### src/rtl/pad_alsaqr_bidir_ctrl.sv
// ---------------------------------------------------------------------------
// pad_alsaqr_bidir_ctrl
//
// Core-side controller for one bidirectional pad cell. It owns the pad's
// output enable (OEN, active-low drive) and output value (I), and it samples
// the pad's input (O).
//
// Direction changes always pass through a turnaround state. In that state
// OEN is held high for TURN_CYCLES cycles, so the pad and any external driver
// never drive the line at the same time.
//
// The incoming pad level is synchronized and then deglitched. The core
// receives a clean level and a one-cycle edge pulse.
//
// Ports
//   clk_i       clock
//   rst_i       synchronous reset, active-high
//   drv_req_i   core drive request (level, held for the whole transfer)
//   drv_data_i  value to drive while granted
//   drv_gnt_o   high while the pad is actually driven (state TX)
//   busy_o      high whenever the controller is not in RX
//   rx_data_o   filtered received level
//   rx_edge_o   one-cycle pulse in the cycle rx_data_o changes
//   pad_oen_o   pad OEN: 0 = drive, 1 = high-Z
//   pad_out_o   pad I (drive value)
//   pad_in_i    pad O, asynchronous to clk_i
//
// Request/grant handshake: drv_req_i is a level request that the core holds
// for as long as it wants the pad. drv_gnt_o rises once the turnaround has
// completed and the pad is driven. drv_data_i is then transferred to the pad
// every cycle with one cycle of latency. Dropping drv_req_i at any time ends
// the transfer. From TX this enters TURN_RX; during TURN_TX it aborts straight
// back to RX, because the pad was never driven. A request seen during TURN_RX
// is not lost. It is served through a fresh TURN_TX once RX has been reached.
// ---------------------------------------------------------------------------
module pad_alsaqr_bidir_ctrl #(
  parameter int SYNC_STAGES = 2,
  parameter int FILT_CYCLES = 4,
  parameter int TURN_CYCLES = 2
) (
  input  logic clk_i,
  input  logic rst_i,
  input  logic drv_req_i,
  input  logic drv_data_i,
  output logic drv_gnt_o,
  output logic busy_o,
  output logic rx_data_o,
  output logic rx_edge_o,
  output logic pad_oen_o,
  output logic pad_out_o,
  input  logic pad_in_i
);

  localparam int TW = (TURN_CYCLES > 1) ? $clog2(TURN_CYCLES) : 1;
  localparam int FW = (FILT_CYCLES > 1) ? $clog2(FILT_CYCLES) : 1;
  localparam logic [TW-1:0] TURN_LAST = TW'(TURN_CYCLES - 1);
  localparam logic [FW-1:0] FILT_LAST = FW'(FILT_CYCLES - 1);

  typedef enum logic [1:0] {
    ST_RX      = 2'd0,
    ST_TURN_TX = 2'd1,
    ST_TX      = 2'd2,
    ST_TURN_RX = 2'd3
  } state_t;

  state_t                 state;
  state_t                 state_nxt;
  logic [TW-1:0]          turn_cnt;
  logic                   turn_done;
  logic [SYNC_STAGES-1:0] sync_q;
  logic                   sync_lvl;
  logic [FW-1:0]          filt_cnt;
  logic                   rx_q;
  logic                   edge_q;
  logic                   oen_q;
  logic                   out_q;
  logic                   gnt_q;
  logic                   busy_q;

  assign turn_done = (turn_cnt == TURN_LAST);
  assign sync_lvl  = sync_q[SYNC_STAGES-1];

  // Next-state decode. In TURN_TX, a dropped request is checked before the
  // turnaround-complete condition. An abort on the boundary cycle therefore
  // returns to RX and never drives the pad.
  always_comb begin
    state_nxt = state;
    case (state)
      ST_RX: begin
        if (drv_req_i) state_nxt = ST_TURN_TX;
      end
      ST_TURN_TX: begin
        if (!drv_req_i)     state_nxt = ST_RX;
        else if (turn_done) state_nxt = ST_TX;
      end
      ST_TX: begin
        if (!drv_req_i) state_nxt = ST_TURN_RX;
      end
      ST_TURN_RX: begin
        // Fixed length regardless of drv_req_i, so the far side always
        // gets its full dead time.
        if (turn_done) state_nxt = ST_RX;
      end
      default: state_nxt = ST_RX;
    endcase
  end

  always_ff @(posedge clk_i) begin
    if (rst_i) begin
      state    <= ST_RX;
      turn_cnt <= '0;
      sync_q   <= '0;
      filt_cnt <= '0;
      rx_q     <= 1'b0;
      edge_q   <= 1'b0;
      oen_q    <= 1'b1;
      out_q    <= 1'b0;
      gnt_q    <= 1'b0;
      busy_q   <= 1'b0;
    end else begin
      state <= state_nxt;

      // The turnaround counter only runs while we stay in a turn state. Any
      // state change restarts it from zero.
      if (state_nxt != state) begin
        turn_cnt <= '0;
      end else if (state == ST_TURN_TX || state == ST_TURN_RX) begin
        turn_cnt <= turn_cnt + TW'(1);
      end else begin
        turn_cnt <= '0;
      end

      // The output registers are loaded from the next state, so each one
      // lines up exactly with the state it describes.
      oen_q  <= (state_nxt != ST_TX);
      gnt_q  <= (state_nxt == ST_TX);
      busy_q <= (state_nxt != ST_RX);
      out_q  <= (state_nxt == ST_TX) ? drv_data_i : 1'b0;

      // The synchronizer runs in every state.
      sync_q <= {sync_q[SYNC_STAGES-2:0], pad_in_i};

      // The deglitch filter runs in RX only. Elsewhere it is held cleared, so
      // the echo of our own drive is ignored. On RX entry it starts from
      // zero, and any level difference present then still propagates after
      // FILT_CYCLES cycles.
      edge_q <= 1'b0;
      if (state == ST_RX) begin
        if (sync_lvl != rx_q) begin
          if (filt_cnt == FILT_LAST) begin
            rx_q     <= sync_lvl;
            edge_q   <= 1'b1;
            filt_cnt <= '0;
          end else begin
            filt_cnt <= filt_cnt + FW'(1);
          end
        end else begin
          filt_cnt <= '0;
        end
      end else begin
        filt_cnt <= '0;
      end
    end
  end

  assign pad_oen_o = oen_q;
  assign pad_out_o = out_q;
  assign drv_gnt_o = gnt_q;
  assign busy_o    = busy_q;
  assign rx_data_o = rx_q;
  assign rx_edge_o = edge_q;

endmodule
### config.mk
export PLATFORM = sky130hd
export DESIGN_NAME = pad_alsaqr_bidir_ctrl
export DESIGN_NICKNAME = d
export VERILOG_FILES = /design/src/rtl/pad_alsaqr_bidir_ctrl.sv
export SDC_FILE = /design/constraint.sdc
export NUM_CORES = 1
export LEC_CHECK = 0
export ABC_CLOCK_PERIOD_IN_PS = 1250
export BUFFER_PORTS_ARGS = -buffer_cell sky130_fd_sc_hd__buf_4
export CAP_MARGIN = 25
export CORE_AREA = 3 3 40 42
export DETAILED_ROUTE_END_ITERATION = 10
export DIE_AREA = 0 0 43 45
export GPL_ROUTABILITY_DRIVEN = 0
export MAX_ROUTING_LAYER = met4
export PLACE_DENSITY = 0.67
export SLEW_MARGIN = 20
export SYNTH_ARGS = -nofsm -noshare
export SYNTH_HDL_FRONTEND = slang
export SYNTH_SLANG_ARGS = --single-unit
### constraint.sdc
create_clock -name clk_i -period 1.25 [get_ports clk_i]
set_input_delay 0.375 -clock clk_i [delete_from_list [all_inputs] [get_ports clk_i]]
set_output_delay 0.375 -clock clk_i [all_outputs]
set_load 0.01 [all_outputs]
Yosys cells after proc, flatten, opt, wreduce, memory -nomap -nowiden
Index checks and enable logic that the tools add are counted.
{ "word_totals": {"ff_bits": 13, "inputBits": 5, "output_inout_bits": 6, "wordCells": 39} }
{ "classes": {"addsub": 2, "n_eq_ne": 8, "n_mux": 7, "bitwise_logic": 4, "n_reduce_logical": 8} }
{ "ops": {"columns": ["cell", "count"], "rows": [
  ["$mux 2", 5],
  ["$eq 2x2->1 const B", 4],
  ["$pmux 2 s4", 1],
  ["$reduce_or 3->1", 2],
  ["$not 1->1", 4],
  ["$reduce_or 4->1", 1],
  ["$reduce_and 3->1", 1],
  ["$add 2x1->2 const B", 1],
  ["$eq 2x1->1 const B", 1],
  ["$logic_not 2->1", 1],
  ["$ne 2x2->1", 1],
  ["$ne 2x2->1 const B", 1],
  ["$reduce_bool 2->1", 1],
  ["$reduce_or 2->1", 1],
  ["$add 1x1->1 const B", 1],
  ["$logic_or 1x1->1", 1],
  ["$mux 1", 1],
  ["$ne 1x1->1", 1]
]} }

Longest topological paths before layout
Gate-level depths: netlist of run 1.
{ "depth": {"ltp_word": 6, "depth_mapped": 3} }

Least setup slack after synthesis of run 1
Ideal clock, no wire load.
{ "synth_timing": {"path_type": "register to register", "start": "reg filt_cnt[0]", "end": "reg filt_cnt[1]", "setup_ps": 73, "t_arrival_ps": 1118, "path_slack_ps": 59, "path_stages_with_launch": 4, "n_path_buf": 0, "period_less_slack_ps": 1191, "path_cell_list": "dfxtp_1 -> ha_1 -> or4_4 -> nor3b_2"} }
{ "synth_between": {"elab_chain_cells": 2, "word_cells_on_any_way": 3, "cone_classes": "add/sub (1); eq/ne (1); reduce/logical (1)"} }
{ "synth_lines": {"columns": ["element", "line", "rtl"], "rows": [
  ["start: declaration", "72", "logic [FW-1:0] filt_cnt;"],
  ["start signal: assignment", "155", "filt_cnt <= filt_cnt + FW'(1);"],
  ["$eq 2x2->1", "150", "if (filt_cnt == FILT_LAST) begin"],
  ["$reduce_or 4->1 (no source line)", null, null]
]} }
Parallel ways exist; a longest one is shown, timed or not.
A chain may end at the register's enable or synchronous reset.

Worst setup path after layout of run 1
Same ends and word-level chain as after synthesis.

==> run_results.csv, run 1 <==
group,metric,value,unit
outcome,status,"completed",
synth,synthesis.nets,49,
power_and_ir_drop,vdd_drop_max,0.505,mV
worst_setup_path,end_kind,"flop",
worst_setup_path,r2r-start,"filt_cnt[0]",
cells_and_area,drive_gt1_frac,0.379,
worst_setup_path,crit_start,"filt_cnt[0]",
cells_and_area,n_antenna_cell,0,
synth,synth_top_cells_by_area,"dfxtp_1, nand2b_1, nor2b_1",
synth,synth_seq_cells,13,
clock_network,cts_root_buffer,"clkbuf_4",
global_routing,antenna_found_initial,0,
synth,postSynth.asyncResetShare,0,
die,initial_core_util,0.378,
power_and_ir_drop,p_per_area,1160,mW/mm2
synth,synth_ff_type,"dfxtp_1",
route,firstDrtPassIters,3,
global_routing,grt_pass1_vias,325,
synth,synth-simple-area-share,0.240,
sta,slew-limit-headroom,0.773,
synth,synth_top_cell_by_area,"dfxtp_1",
die,core,0.00128,mm2
job,drv_cap,0,
route,wl,743,um
sta,post-route-period-util,0.950,
worst_setup_path,arrival,1.38,ns
synth,synth_warnings,0,
clock_network,hold_buffers,0,
worst_setup_path,crit_path_start_kind,"flop",
place,port_buffers,10,
sta,slew_viol_final,0,
cells_and_area,syn_to_final_growth,27.8,%
worst_setup_path,cp_max_fo,3,
die,rows,13,
synth,synth_mux_area_frac,0.0206,
global_routing,gr-usage-all-layers,0.101,
die,dieWidth,43,um
clock_network,path_clk_slew,0.07,ns
synth,yosysMostFrequentCell,"dfxtp_1",
worst_setup_path,worstPathRequired,1.45,ns
synth,synth-xor-area-share,0.0180,
min_path,worstHoldStart,"rst_i",
sta,whs,0.319,ns
cells_and_area,finalNetCount,65,
worst_setup_path,worstSetupPathType,"reg -> reg",
route,ant_nets,0,
clock_network,htreeDepth,1,
power_and_ir_drop,p_leak,0.244,nW
clock_network,clock_latency,0.26,ns
min_path,min_path_type,"in -> reg",
cells_and_area,final_util,0.483,
global_routing,grt-ovfl-total,0,
route,wl_per_cell,10.2,um
synth,synth_compound_area_frac,0.119,
worst_setup_path,crit_buf_inv,0,
synth,seq_area_frac_synth,0.536,
worst_setup_path,critPathTopFamily,"simple AND/OR/NAND/NOR gates",
route,avgViaCountPerCell,4.82,
route,drc,0,
sta,fin_crit,1.19,ns
clock_network,cts_inserted_buffers,3,
clock_network,cts.path.max_buffers,2,
synth,yosys-top-cells-count,"dfxtp_1, nand2b_1, nor2b_1, a21oi_1, nor3b_1",
synth,synthAdderAreaFrac,0.0258,
sta,tightestPinTransition,0.338,ns
die,ios,11,
synth,postSynthAreaPerCell,11.3,um2
cells_and_area,fill_cells,130,
route,route.vias.total,352,
die,die_area,0.00194,mm2
clock_network,cts.sinks,13,
synth,synthesis.area,485,um2
sta,fin_skew,0.000456,ns
die,die_h,45,um
place,dpl.hpwl,548,um
synth,synthCells,43,
sta,setup_viol,0,
worst_setup_path,cp_slowest_cell,"or4_4",
global_routing,grt_first_pass_wirelength,1.39,mm
sta,fmax,842,MHz
synth,yosys.area.top_type_share,0.536,
clock_network,cts_tree,"yes",
worst_setup_path,critPathMaxStageDelay,0.43,ns
worst_setup_path,path_cells,"ha_2 -> or4_4 -> nor3b_2",
global_routing,grt_max_degree,11,
synth,synth_cell_type_count,23,
sta,tns,0,ns
sta,rsz0062_at_grt,"no",
synth,synth_edf_count,0,
synth,synth_top_family_by_area,"simple AND/OR/NAND/NOR gates",
route,drt_iter0_markers,3,
sta,hold_violations,0,
==> what timing repair did <==
item                       CTS  global route
resized for setup            1             2
setup buffers                0             1
setup endpoints to repair    2             2
pin swaps                    0             2
==> kinds of logic after synthesis <==
kind of cell             count (synthesis)
XOR/XNOR                                 1
AND/OR/NAND/NOR                         16
buffers and inverters                    3
AO/OA/AOI/OAI                            8
multiplexers                             1
adder cells (fa/ha/maj)                  1
flip-flops                              13
==> worst register-to-register path: cells and delay by family (launching register included) <==
family,cells,cell delay [ns]
adder cells (fa/ha/maj),1,0.19
flip-flops,1,0.33
AND/OR/NAND/NOR,2,0.61
==> state kept, by name, indices dropped and copies added, names as in the netlist <==
name / flops
rx_edge_o: 1
state: 2
pad_out_o: 1
filt_cnt: 2
rx_data_o: 1
turn_cnt: 1
drv_gnt_o: 1
pad_oen_o: 1
busy_o: 1
sync_q: 2
==> worst paths after layout <==
path	to	slack, ns	cells after the start
min	state[1]	0.32	2
max	filt_cnt[1]	0.06	3
max reg2reg	filt_cnt[1]	0.06	3
min reg2reg	sync_q[1]	0.46	1
==> metal layers <==
layer	track usage	vias up	wire, um
li1	-	182	-
met1	0.114	165	330
met2	0.156	5	372
met3	0.0359	0	40
met4	0.0542	0	0
met5	-	-	0
==> where the power goes <==
group | internal, W | total [W] | switching [W]
Sequential | 0.000423 | 0.000428 | 0.00000491
Combinational | 0.0000275 | 0.0000488 | 0.0000213
Clock | 0.000123 | 0.000244 | 0.000121
==> metrics by stage <==
stage	instances	total power (W)	setup slack, ns	area [um2]
after detailed placement	68	0.000485	0.00410	578
after global placement	68	0.000484	0.0467	578
after CTS	72	0.000736	0.0151	607
after floorplan	43	0.000463	0.0590	485
after global routing	73	0.000771	0.0147	621
final	73	0.000721	0.0625	621
==> layout make-up <==
cell class,instances,area (um2),share of cell area
Inverter,1,3.75,0.00605
Sequential cell,13,262,0.421
Multi-Input combinational cell,27,213,0.343
Clock buffer,4,26.3,0.0423
Tap cell,15,18.8,0.0302
Timing Repair Buffer,13,97.6,0.157
==> layout by cell type (no fill, tap or decap) <==
cell      count
buf_4        13
a21bo_2       1
inv_1         1
clkbuf_4      3
a21oi_1       2
a221oi_1      1
nor4_1        1
or4_4         1
mux2i_1       1
nand4b_1      1
a31oi_1       1
dfxtp_1      12
nand3b_1      1
nor2b_1       3
nand2b_1      5
clkbuf_1      1
a211oi_1      1
xnor2_1       1
nor3b_2       1
ha_2          1
a21o_1        1
nor3_2        1
dfxtp_2       1
o21bai_1      1
nor3b_1       2
Power figures use the tool's default switching activity.
==> run 2: changes to the inputs <==
--- a/config.mk
+++ b/config.mk
@@ -8,9 +8,9 @@
 export ABC_CLOCK_PERIOD_IN_PS = 1250
 export BUFFER_PORTS_ARGS = -buffer_cell sky130_fd_sc_hd__buf_4
 export CAP_MARGIN = 25
-export CORE_AREA = 3 3 40 42
+export CORE_AREA = 2 2 39 41
 export DETAILED_ROUTE_END_ITERATION = 10
-export DIE_AREA = 0 0 43 45
+export DIE_AREA = 0 0 41 43
 export GPL_ROUTABILITY_DRIVEN = 0
 export MAX_ROUTING_LAYER = met4
 export PLACE_DENSITY = 0.67
==> run_results.csv, run 2 (synthesized netlist as in run 1, its figures left out) <==
group,metric,value,unit
global_routing,grt_pass1_vias,295,
outcome,status,"completed",
sta,rsz0062_at_grt,"no",
clock_network,cts_root_buffer,"clkbuf_4",
power_and_ir_drop,power_frac_comb,0.065,
power_and_ir_drop,power.net_switching,0.000153,W
clock_network,postCtsSetupRepairBufs,0,
worst_setup_path,end_kind,"flop",
power_and_ir_drop,p_per_area,1170,mW/mm2
power_and_ir_drop,totalPowerFinal,0.000726,W
power_and_ir_drop,netSwitchingFraction,0.211,
global_routing,grt_max_degree,11,
power_and_ir_drop,clock_power_share,0.345,
worst_setup_path,arrival,1.36,ns
cells_and_area,syn_to_final_growth,27.6,%
power_and_ir_drop,internal_power,0.000573,W
worst_setup_path,cp_max_fo,3,
power_and_ir_drop,p_leak,0.238,nW
place,port_buffers,10,
sta,fin_crit,1.16,ns
route,firstDrtPassIters,2,
die,die_area,0.00176,mm2
global_routing,grt_first_pass_wirelength,1.17,mm
global_routing,grt-ovfl-total,0,
sta,fmax,860,MHz
worst_setup_path,reg2reg_to,"filt_cnt[1]",
worst_setup_path,worstPathRequired,1.45,ns
clock_network,hold_buffers,0,
route,avgViaCountPerCell,4.74,
worst_setup_path,worstSetupPathType,"reg -> reg",
worst_setup_path,crit_path_start_kind,"flop",
die,core,0.00138,mm2
route,wl_met1,326,um
job,drv_cap,0,
clock_network,cts_inserted_buffers,3,
route,wl_met2,353,um
sta,tns,0,ns
die,ios,11,
clock_network,htreeDepth,1,
sta,hold_violations,0,
route,drt_iter0_markers,2,
cells_and_area,finalNetCount,64,
cells_and_area,seq_area,262,um2
cells_and_area,n_antenna_cell,0,
clock_network,path_clk_slew,0.08,ns
route,met3_length,25,um
cells_and_area,multi_input_area,218,um2
sta,tightestPinTransition,0.309,ns
power_and_ir_drop,vdd_drop_max,0.592,mV
clock_network,cts_tree,"yes",
clock_network,cts.path.max_buffers,2,
route,wl_per_cell,9.79,um
sta,setup_viol,0,
worst_setup_path,r2r-start,"filt_cnt[0]",
place,dpl.hpwl,525,um
route,wl,715,um
sta,slew-limit-headroom,0.793,
sta,fin_skew,0.00171,ns
cells_and_area,drive_gt1_frac,0.351,
cells_and_area,fill_cells,137,
cells_and_area,final_util,0.448,
min_path,hold_depth,2,
global_routing,antenna_found_initial,0,
route,drc,0,
cells_and_area,final_cell_area,619,um2
clock_network,cts.sinks,13,
die,rows,14,
worst_setup_path,r2r_slack,0.09,ns
route,routed.top_layer,"met4",
place,place_area,579,um2
clock_network,clock_latency,0.27,ns
die,die_h,43,um
cells_and_area,final_cell_mix,"dfxtp_1, buf_4, nand2b_1",
global_routing,gr-usage-all-layers,0.106,
cells_and_area,largest_registers,"filt_cnt: 2 flops, state: 2 flops, sync_q: 2 flops",
sta,slew_viol_final,0,
die,initial_core_util,0.351,
die,dieWidth,41,um
sta,post-route-period-util,0.931,
power_and_ir_drop,p_seq_frac,0.589,
min_path,worstHoldStart,"drv_req_i",
worst_setup_path,reg2regPathDepth,3,
route,ant_nets,0,
min_path,min_path_type,"in -> reg",
route,route.vias.total,346,
min_path,whs_endpoint,"state[0]",
run 2: worst max-delay path by stage:
stage / from / to / slack (ns) / depth (start not counted)
finish: filt_cnt[0] / filt_cnt[1] / 0.09 / 3
floorplan: filt_cnt[0] / filt_cnt[1] / 0.06 / 3
global route: filt_cnt[0] / filt_cnt[1] / 0.04 / 3
CTS: filt_cnt[0] / filt_cnt[1] / 0.02 / 3
global placement: filt_cnt[0] / filt_cnt[1] / 0.04 / 3
detailed placement: filt_cnt[0] / filt_cnt[1] / 0.006 / 3
run 2: metrics by stage:
step                cells  worst slack, ns  hold WS (ns)
global placement       69           0.0409         0.412
detailed placement     69          0.00642         0.427
global route           73           0.0440         0.321
floorplan              43           0.0590         0.404
finish                 73           0.0866         0.318
CTS                    73           0.0228         0.311
run 2: area by class of cell:
class	count	area share
clock buffer	4	0.0424
timing repair buffer	12	0.145
tap	16	0.0323
inverter	1	0.00606
sequential	13	0.422
multi-input combinational	27	0.352
run 2: power groups by stage:
stage / clock [W] / combinational [W] / sequential (W)
3_3_place_gp: 0 / 0.0000469 / 0.000437
4_1_cts: 0.000260 / 0.0000473 / 0.000428
2_1_floorplan: 0 / 0.0000250 / 0.000438
6_report: 0.000251 / 0.0000473 / 0.000428
5_1_grt: 0.000287 / 0.0000520 / 0.000429
3_5_place_dp: 0 / 0.0000471 / 0.000438
run 2: per-layer routing:
| metal | global-route usage | vias to the layer above |
|---|---|---|
| met5 | - | - |
| met4 | 0.0800 | 0 |
| met1 | 0.125 | 156 |
| met3 | 0.0471 | 2 |
| met2 | 0.134 | 5 |
| li1 | - | 183 |
run 2: worst max-delay path: stages, from the launching register on:
cell     delay [ns]
dfxtp_2        0.34
ha_4           0.16
or4_4          0.42
nor3b_2        0.18
run 2: repair_timing:
item                       in CTS  in global routing
resized for setup               1                  2
setup endpoints to repair       1                  1
pin swaps                       0                  2
==> run 3: changes to the inputs <==
--- a/config.mk
+++ b/config.mk
@@ -5,7 +5,7 @@
 export SDC_FILE = /design/constraint.sdc
 export NUM_CORES = 1
 export LEC_CHECK = 0
-export ABC_CLOCK_PERIOD_IN_PS = 1250
+export ABC_CLOCK_PERIOD_IN_PS = 1500
 export BUFFER_PORTS_ARGS = -buffer_cell sky130_fd_sc_hd__buf_4
 export CAP_MARGIN = 25
 export CORE_AREA = 2 2 39 41
@@ -13,7 +13,7 @@
 export DIE_AREA = 0 0 41 43
 export GPL_ROUTABILITY_DRIVEN = 0
 export MAX_ROUTING_LAYER = met4
-export PLACE_DENSITY = 0.67
+export PLACE_DENSITY = 0.65
 export SLEW_MARGIN = 20
 export SYNTH_ARGS = -nofsm -noshare
 export SYNTH_HDL_FRONTEND = slang
==> constraint.sdc (replaced) <==
create_clock -name clk_i -period 1.5 [get_ports clk_i]
set_input_delay 0.45 -clock clk_i [delete_from_list [all_inputs] [get_ports clk_i]]
set_output_delay 0.45 -clock clk_i [all_outputs]
set_load 0.1 [all_outputs]
==> run_results.csv, run 3 (synthesized netlist as in run 1, its figures left out) <==
group,metric,value,unit
route,wl_met1,359,um
die,core,0.00138,mm2
worst_setup_path,cp_slowest_cell,"dfxtp_2",
cells_and_area,largest_registers,"filt_cnt: 2 flops, state: 2 flops, sync_q: 2 flops",
cells_and_area,finalNetCount,64,
route,route.vias.total,334,
clock_network,hold_buffers,0,
place,port_buffers,10,
die,die_area,0.00176,mm2
sta,tns,0,ns
clock_network,cts_tree,"yes",
worst_setup_path,worstPathRequired,1.05,ns
die,die_h,43,um
min_path,min_path_type,"in -> reg",
job,drv_cap,0,
place,place_area,581,um2
cells_and_area,final_cell_area,607,um2
global_routing,grt_max_degree,11,
route,drt_iter0_markers,6,
sta,fin_skew,0.00264,ns
sta,post-route-period-util,0.904,
clock_network,cts_inserted_buffers,3,
worst_setup_path,critPathMaxStageDelay,0.35,ns
cells_and_area,drive_gt1_frac,0.333,
clock_network,htreeDepth,1,
place,dpl.cell_count,69,
clock_network,cts.path.max_buffers,2,
die,dieWidth,41,um
sta,tightestPinTransition,0.284,ns
sta,rsz0062_at_grt,"no",
cells_and_area,syn_to_final_growth,25.0,%
worst_setup_path,critPathTopFamily,"flip-flops",
cells_and_area,n_antenna_cell,0,
outcome,status,"completed",
route,wl,717,um
clock_network,cts.sinks,13,
die,rows,14,
place,dpl.hpwl,507,um
die,initial_core_util,0.351,
power_and_ir_drop,p_per_area,1020,mW/mm2
sta,fin_crit,1.36,ns
clock_network,postCtsSetupRepairBufs,0,
global_routing,grt-ovfl-total,0,
cells_and_area,finalNonFillerCells,73,
route,avgViaCountPerCell,4.58,
worst_setup_path,path_cells,"buf_4",
worst_setup_path,worstSetupPathType,"reg -> out",
global_routing,grt_pass1_vias,261,
power_and_ir_drop,vdd_drop_max,0.491,mV
clock_network,clock_latency,0.27,ns
worst_setup_path,crit_path_start_kind,"flop",
die,ios,11,
sta,whs,0.387,ns
cells_and_area,final_cell_mix,"dfxtp_1, buf_4, nand2b_1",
global_routing,gr-usage-all-layers,0.0998,
clock_network,cts_root_buffer,"clkbuf_4",
sta,slew_viol_final,0,
worst_setup_path,crit_buf_inv,1,
route,wl_met2,311,um
global_routing,grt_first_pass_wirelength,1.10,mm
route,wl_per_cell,9.82,um
sta,slew-limit-headroom,0.810,
worst_setup_path,arrival,0.91,ns
worst_setup_path,cp_max_fo,3,
route,met3_length,39,um
sta,fmax,738,MHz
clock_network,path_clk_slew,0.07,ns
clock_network,cts_resized,0,
global_routing,antenna_found_initial,0,
power_and_ir_drop,p_leak,0.242,nW
worst_setup_path,end_kind,"output port",
route,firstDrtPassIters,3,
route,ant_nets,0,
route,routed.top_layer,"met4",
power_and_ir_drop,totalPowerFinal,0.000619,W
sta,hold_violations,0,
route,drc,0,
sta,setup_viol,0,
[run 3: area by class of cell]
class,count,area [um2]
flip-flops and latches,13,262
fillers,142,777
multi-input cells,27,205
repair buffers,12,90.1
inverters,1,3.75
well taps,16,20.0
clock buffers,4,26.3
[run 3: stage by stage]
stage	setup WS [ns]	util
2_1_floorplan	0.141	-
3_3_place_gp	0.270	0.420
3_5_place_dp	0.260	0.420
4_1_cts	0.125	0.439
5_1_grt	0.0972	0.439
6_report	0.145	0.439
[run 3: final timing paths]
path | start | to | slack (ns) | depth (start not counted)
setup / recovery | rx_data_o | rx_data_o | 0.14 | 1
setup reg to reg | filt_cnt[0] | filt_cnt[1] | 0.26 | 3
hold / removal | rst_i | state[1] | 0.39 | 2
hold reg to reg | filt_cnt[0] | filt_cnt[0] | 0.43 | 1
[run 3: per-layer routing]
| layer | track usage | up-vias |
|---|---|---|
| li1 | - | 180 |
| met2 | 0.119 | 8 |
| met5 | - | - |
| met3 | 0.0471 | 2 |
| met4 | 0.0600 | 0 |
| met1 | 0.133 | 144 |
[run 3: worst reg2reg max path, delay by kind of cell (launching register included)]
kind,cells,cell delay [ns]
simple gates,2,0.64
fa+ha+maj,1,0.22
flops,1,0.32
[run 3: where the power goes]
| group | total, W | internal [W] | leakage [nW] | switching, W |
|---|---|---|---|---|
| Combinational | 0.0000517 | 0.0000221 | 0.121 | 0.0000297 |
| Sequential | 0.000356 | 0.000352 | 0.106 | 0.00000383 |
| Clock | 0.000211 | 0.000103 | 0.0150 | 0.000108 |
